### config.mk
export PLATFORM = sky130hd
export DESIGN_NAME = filter_sequencer
export DESIGN_NICKNAME = d
export VERILOG_FILES = /design/src/rtl/filter_seq_pkg.sv /design/src/rtl/freq_glide.sv /design/src/rtl/filter_sequencer.sv
export SDC_FILE = /design/constraint.sdc
export NUM_CORES = 1
export LEC_CHECK = 0
export ABC_CLOCK_PERIOD_IN_PS = 3430
export CAP_MARGIN = 20
export CORE_MARGIN = 5
export CORE_UTILIZATION = 48
export DETAILED_ROUTE_END_ITERATION = 12
export PLACE_DENSITY_LB_ADDON = 0.15
export SETUP_SLACK_MARGIN = 0.15
export SYNTH_ARGS = -nofsm -noshare
export SYNTH_HDL_FRONTEND = slang
export SYNTH_SLANG_ARGS = --single-unit
### constraint.sdc
create_clock -name clk -period 3.43 [get_ports clk]
set_input_delay 0.686 -clock clk [delete_from_list [all_inputs] [get_ports clk]]
set_output_delay 0.686 -clock clk [all_outputs]
set_load 0.02 [all_outputs]
### src/rtl/filter_seq_pkg.sv
// Shared types and constants for the band-pass filter sequencer.
// Imported by filter_sequencer and freq_glide.
package filter_seq_pkg;

    localparam int N_DEFAULT = 10;

    localparam logic FILT_LPF = 1'b0;
    localparam logic FILT_HPF = 1'b1;

    typedef enum logic [2:0] {
        IDLE,
        H_DRIVE,
        H_CAP,
        L_DRIVE,
        L_CAP,
        DONE
    } state_t;

    // Unsigned midscale, i.e. the code that represents DC zero
    function automatic int midscale(input int n);
        return 2 ** (n - 1);
    endfunction

endpackage

### src/rtl/freq_glide.sv
// Slew-limited cutoff register: moves toward the pot value by at most STEP
// each time advance is pulsed. Used only when FILTER_SEQ_GLIDE_EN is defined.
module freq_glide
    import filter_seq_pkg::*;
#(
    parameter int STEP = 16
) (
    input  logic        clk,
    input  logic        reset,
    input  logic        advance,
    input  logic [15:0] target,
    output logic [15:0] f_eff
);

    localparam logic [15:0] STEP_W = 16'(STEP);

    logic [15:0] diff;
    logic [15:0] f_next;

    always_comb begin
        diff   = '0;
        f_next = f_eff;
        if (target >= f_eff) begin
            diff   = target - f_eff;
            f_next = (diff > STEP_W) ? f_eff + STEP_W : target;
        end else begin
            diff   = f_eff - target;
            f_next = (diff > STEP_W) ? f_eff - STEP_W : target;
        end
    end

    always_ff @(posedge clk or posedge reset) begin
        if (reset) begin
            f_eff <= '0;
        end else if (advance) begin
            f_eff <= f_next;
        end
    end

endmodule

### src/rtl/filter_sequencer.sv
// Time-shares one combinational first-order datapath between an HPF and an
// LPF stage per sample. Optional cutoff glide: define FILTER_SEQ_GLIDE_EN.
module filter_sequencer
    import filter_seq_pkg::*;
#(
    parameter int N          = N_DEFAULT,
    parameter int MID        = midscale(N),
    parameter int GLIDE_STEP = 16
) (
    input  logic           clk,
    input  logic           reset,
    input  logic           sample_valid,
    input  logic [N-1:0]   sample_in,
    output logic           sample_ready,
    input  logic [15:0]    f_hpf,
    input  logic [15:0]    f_lpf,
    input  logic           hpf_en,
    input  logic           lpf_en,
    output logic           out_valid,
    output logic [N-1:0]   out_data,
    output logic [7:0]     overrun_cnt,
    output logic [2*N-1:0] dp_x,
    output logic [N-1:0]   dp_y,
    output logic [15:0]    dp_f,
    output logic           dp_filt_type,
    input  logic [N-1:0]   dp_out
);

    localparam logic [N-1:0] MID_N = N'(MID);

    if (GLIDE_STEP < 1 || GLIDE_STEP > 65535) begin : g_bad_glide_step
        $error("filter_sequencer: GLIDE_STEP must be in 1..65535");
    end

    state_t       state;
    state_t       state_next;
    logic [N-1:0] xin;
    logic [N-1:0] hx1;
    logic [N-1:0] hy1;
    logic [N-1:0] lx1;
    logic [N-1:0] ly1;
    logic [N-1:0] mid;
    logic [15:0]  f_hpf_eff;
    logic [15:0]  f_lpf_eff;
    logic         accept;
    logic         drop;
    logic         stage_en;
    logic [N-1:0] stage_x;
    logic [N-1:0] result;

    assign sample_ready = (state == IDLE);
    assign accept       = sample_valid && (state == IDLE);
    assign drop         = sample_valid && (state != IDLE);

    // A bypassed stage passes its input straight through, but still feeds
    // the history update below so re-enabling it does not click.
    assign stage_en = (state == H_CAP) ? hpf_en : lpf_en;
    assign stage_x  = (state == H_CAP) ? xin : mid;
    assign result   = stage_en ? dp_out : stage_x;

    always_ff @(posedge clk or posedge reset) begin
        if (reset) begin
            state <= IDLE;
        end else begin
            state <= state_next;
        end
    end

    always_comb begin
        state_next   = state;
        dp_x         = '0;
        dp_y         = '0;
        dp_f         = '0;
        dp_filt_type = FILT_LPF;
        out_valid    = 1'b0;
        case (state)
            IDLE: begin
                if (accept) begin
                    state_next = H_DRIVE;
                end
            end
            H_DRIVE, H_CAP: begin
                state_next   = (state == H_DRIVE) ? H_CAP : L_DRIVE;
                dp_x         = {hx1, xin};
                dp_y         = hy1;
                dp_f         = f_hpf_eff;
                dp_filt_type = FILT_HPF;
            end
            L_DRIVE, L_CAP: begin
                state_next   = (state == L_DRIVE) ? L_CAP : DONE;
                dp_x         = {lx1, mid};
                dp_y         = ly1;
                dp_f         = f_lpf_eff;
                dp_filt_type = FILT_LPF;
            end
            DONE: begin
                state_next = IDLE;
                out_valid  = 1'b1;
            end
            default: begin
                state_next = IDLE;
            end
        endcase
    end

    // out_data is loaded on the L_CAP edge so the new value and the
    // out_valid pulse appear together in DONE.
    always_ff @(posedge clk or posedge reset) begin
        if (reset) begin
            xin         <= '0;
            hx1         <= MID_N;
            hy1         <= MID_N;
            lx1         <= MID_N;
            ly1         <= MID_N;
            mid         <= MID_N;
            out_data    <= MID_N;
            overrun_cnt <= '0;
        end else begin
            if (accept) begin
                xin <= sample_in;
            end
            if (drop && overrun_cnt != 8'hFF) begin
                overrun_cnt <= overrun_cnt + 8'd1;
            end
            if (state == H_CAP) begin
                hx1 <= xin;
                hy1 <= result;
                mid <= result;
            end
            if (state == L_CAP) begin
                lx1      <= mid;
                ly1      <= result;
                out_data <= result;
            end
        end
    end

`ifdef FILTER_SEQ_GLIDE_EN
    freq_glide #(
        .STEP(GLIDE_STEP)
    ) u_hpf_glide (
        .clk(clk),
        .reset(reset),
        .advance(accept),
        .target(f_hpf),
        .f_eff(f_hpf_eff)
    );

    freq_glide #(
        .STEP(GLIDE_STEP)
    ) u_lpf_glide (
        .clk(clk),
        .reset(reset),
        .advance(accept),
        .target(f_lpf),
        .f_eff(f_lpf_eff)
    );
`else
    // Cutoffs are frozen at accept so pot movement mid-sample is ignored
    always_ff @(posedge clk or posedge reset) begin
        if (reset) begin
            f_hpf_eff <= '0;
            f_lpf_eff <= '0;
        end else if (accept) begin
            f_hpf_eff <= f_hpf;
            f_lpf_eff <= f_lpf;
        end
    end
`endif

endmodule
==> tab_implementation.tex <==
\begin{tabular}{lr}
\hline
Metric & Value \\
\hline
\multicolumn{2}{l}{\textbf{Status}} \\
\quad Outcome & complete, no violations \\
\multicolumn{2}{l}{\textbf{Synth}} \\
\quad Cells after synthesis & 332 \\
\quad Leading register cell type out of synthesis & dfrtp\_1 \\
\quad Number of enable-type register cells in the synthesized netlist & 0 \\
\quad Synthesized area per cell & between 10 and 15 um2 \\
\quad Yosys cell types & 39 \\
\quad Ys Warns & 0 \\
\quad Synthesized net count & 390 \\
\quad Number of storage elements in the synthesis netlist & 93 \\
\quad Share of synthesized area occupied by flip-flops and latches & between 50\% and 60\% \\
\quad Async SR Flop Fraction & 100\% \\
\quad Syn Std Cell Area & about 0.0045 mm2 \\
\multicolumn{2}{l}{\textbf{CTS}} \\
\quad TritonCTS clock tree & built \\
\quad H-tree levels & 3 \\
\quad Clock latency at the later pin of the worst-skew pair & 0.35 ns \\
\quad Clock buffer depth & 2 \\
\quad Clock transition at the registers of the reported paths & around 0.090 ns \\
\quad Clock tree root driver cell & clkbuf\_8 \\
\quad Hold buffers post-CTS & 0 \\
\quad CTS Sinks & 93 \\
\quad Num CTS Buffers & 9 \\
\multicolumn{2}{l}{\textbf{Drt}} \\
\quad Initial DRC Count & between 50 and 60 \\
\quad DR DRC count & 0 \\
\quad Total vias in the final route & between 3000 and 4000 \\
\quad Met2 layer wire length in the routed design & 4640 um \\
\quad Vias/cell & between 5 and 6 \\
\quad First-pass iteration count of the detailed router & 4 \\
\quad Top layer used by detailed routing & met4 \\
\quad Number of antenna-violating nets in the routed design & 0 \\
\quad Met3 layer wire length in the routed design & 688 um \\
\quad Detail-routed net length per standard cell & between 15 and 20 um \\
\quad Total Wirelength & between 10000 and 15000 um \\
\quad Met1 Routed Length & $\sim$4800 um \\
\multicolumn{2}{l}{\textbf{GRT}} \\
\quad Global-route wire length before repair & about 17000 um \\
\quad Maximum number of pins on one net before global-route repair & 57 \\
\quad Global router's overall resource usage & a little under a fifth \\
\quad Global route total overflow & 0 \\
\quad Number of antenna violations at the first check in global routing & 0 \\
\quad Via count of the first global-routing pass & around 3300 \\
\multicolumn{2}{l}{\textbf{Layout}} \\
\quad Non-filler cells, final & around 560 \\
\quad Antenna diodes & 0 \\
\quad Non-Filler Cell Area, Final & $\sim$0.0059 mm2 \\
\quad Footprint of the flip-flops and latches & 0.00233 mm2 \\
\quad Most frequent cells in the layout & clkdlybuf4s50\_1 (123), dfrtp\_1 (88), a22o\_1 (46) \\
\quad Most common library cell in the layout ignoring fill and taps & clkdlybuf4s50\_1 \\
\quad Fillers & about 700 \\
\quad P\&R area growth vs syn & 31.3\% \\
\quad Multi-input combinational cell area & between 0.0015 and 0.002 mm2 \\
\quad NumNets Final & slightly above 500 \\
\quad Ratio of cells with drive above 1 in the final layout & a little over a fifth \\
\multicolumn{2}{l}{\textbf{Timing}} \\
\quad Total negative slack for setup checks & 0 ns \\
\quad Final period demand of the worst path & about 3.1 ns \\
\quad Final setup skew & roughly 0.012 ns \\
\quad Measured slew at the worst slew-check pin & 0.807 ns \\
\quad Normalized max-slew margin & a little under half \\
\quad Achievable clock frequency & 320 MHz \\
\quad Portion of the clock cycle consumed by the worst path in the final layout & 91.1\% \\
\quad Setup repair after global routing missed its margin & false \\
\quad Slew Limit Fails & 0 \\
\quad Final Hold Viols & 0 \\
\quad Post-route worst hold slack & $\sim$0.52 ns \\
\quad Total of endpoints with negative setup slack in the final report & 0 \\
\multicolumn{2}{l}{\textbf{Floorplan}} \\
\quad Core Area & approximately 0.009 mm2 \\
\quad Width of the die & between 100 and 150 um \\
\quad Number of placed I/O pins & 124 \\
\quad Initial Util & between 40\% and 50\% \\
\quad Total die area & between 0.01 and 0.015 mm2 \\
\quad Core Rows & 35 \\
\quad Die height & approximately 110 um \\
\multicolumn{2}{l}{\textbf{Setup path}} \\
\quad Arrival time of the worst setup path & approximately 2.4 ns \\
\quad R2r worst-path depth & 3 \\
\quad WP data required & around 2.7 ns \\
\quad Critical path class & reg -> out \\
\quad Worst flop-to-flop path startpoint & state[0]\$\_DFFE\_PP0P\_ \\
\quad Start point of the critical path & state[0]\$\_DFFE\_PP0P\_ \\
\quad Crit path launch type & flip-flop \\
\quad Flop2flop setup slack & $\sim$1.4 ns \\
\quad Peak fanout along the critical path & 27 \\
\quad Kind of end point of the critical path & output pin \\
\multicolumn{2}{l}{\textbf{Worst hold path}} \\
\quad Hold path depth & 1 \\
\quad Hold Crit Class & reg -> reg \\
\quad HP Start & hx1[2]\$\_DFFE\_PP0P\_ \\
\multicolumn{2}{l}{\textbf{Job}} \\
\quad Max-cap violations & 0 \\
\multicolumn{2}{l}{\textbf{Power}} \\
\quad LEAKAGE & $\sim$2.5 nW \\
\quad Highest ir drop seen on vdd & roughly 540 uV \\
\quad Power density of the placed cells & about 1200 mW/mm2 \\
\multicolumn{2}{l}{\textbf{Place}} \\
\quad Count of buffers from port buffering & about 120 \\
\quad Post-placement cell count & about 550 \\
\quad Area post-placement & between 0.005 and 0.006 mm2 \\
\quad GPL Wtd Cong & roughly 0.76 \\
\quad HPWL Detailed & about 6900 um \\
\hline
\end{tabular}
==> registers in the layout, indices dropped and copies added (netlist names) <==
register	flops
overrun_cnt	8
hx1	10
f_lpf_eff	16
f_hpf_eff	16
ly1	10
lx1	10
mid	10
state	3
xin	10
==> critical path, cell delays in order, from the launching register on <==
cell             delay, ns
dfrtp_1               0.61
xnor2_1               0.20
nor2_4                0.12
buf_4                 0.32
a22o_1                0.23
clkdlybuf4s50_1       0.61
==> routing by layer <==
| layer | vias up | GRT usage (%) |
|---|---|---|
| li1 | 1451 | - |
| met1 | 1514 | 25.3 |
| met2 | 99 | 28.9 |
| met3 | 7 | 5.24 |
| met4 | 0 | 5.75 |
| met5 | - | 0 |
==> kinds of logic after synthesis <==
group | share of synthesized area, %
flops | 51.8
mux | 24.3
compound gates | 13.0
simple gates | 5.17
buf+inv | 5.01
xor+xnor | 0.390
fa+ha+maj | 0.278
==> synth_stat cells, types with 2 or more instances <==
cell type | number | area share [%]
a21oi_1 | 22 | 2.4
a22o_1 | 46 | 9.0
buf_1 | 2 | 0.17
buf_12 | 5 | 2.2
buf_2 | 10 | 1.1
buf_4 | 7 | 1.2
clkbuf_1 | 2 | 0.17
dfrtp_1 | 89 | 50
dfstp_2 | 4 | 2.3
inv_1 | 2 | 0.17
mux2_2 | 26 | 6.5
mux2_4 | 40 | 13
mux2i_1 | 20 | 4.5
nand2_1 | 4 | 0.33
nand2b_1 | 2 | 0.28
nand3_1 | 3 | 0.33
nor2_1 | 23 | 1.9
nor3_1 | 2 | 0.22
nor3b_2 | 2 | 0.56
xnor2_1 | 2 | 0.39
==> power breakdown <==
| group | internal [W] | switching [W] |
|---|---|---|
| Clock | 0.000261 | 0.000381 |
| Sequential | 0.00166 | 0.000473 |
| Combinational | 0.00223 | 0.00192 |
| Total | 0.00415 | 0.00277 |
==> through the flow <==
stage	power, W	setup slack, ns	util, %
floorplan	0.00474	0.330	-
global placement	0.00625	0.641	62.4
detailed placement	0.00633	0.559	62.4
CTS	0.00701	0.163	64.2
global route	0.00735	0.153	64.2
finish	0.00692	0.304	64.2
==> area by class of cell <==
class                   instances  share of cell area (%)
flip-flops and latches         93                    39.5
multi-input cells             211                    33.2
repair buffers                130                    21.9
well taps                     111                    2.35
clock buffers                  10                    2.16
clock inverters                 5                   0.614
inverters                       2                   0.169
==> final timing paths <==
kind	to
worst max register to register	f_lpf_eff[6]$_DFFE_PP0P_
worst min register to register	hx1[2]$_DFFE_PP0P_
max in group asynchronous	f_hpf_eff[6]$_DFFE_PP0P_
worst min-delay path	hx1[2]$_DFFE_PP0P_
min in group asynchronous	overrun_cnt[3]$_DFFE_PP0P_
worst max-delay path	dp_f[5]
==> timing repair <==
action	in CTS	in global routing
buffers inserted	0	0
resized for setup	0	1
endpoints found under the setup margin	0	31
Note: power is estimated with default switching activity, not from simulation.
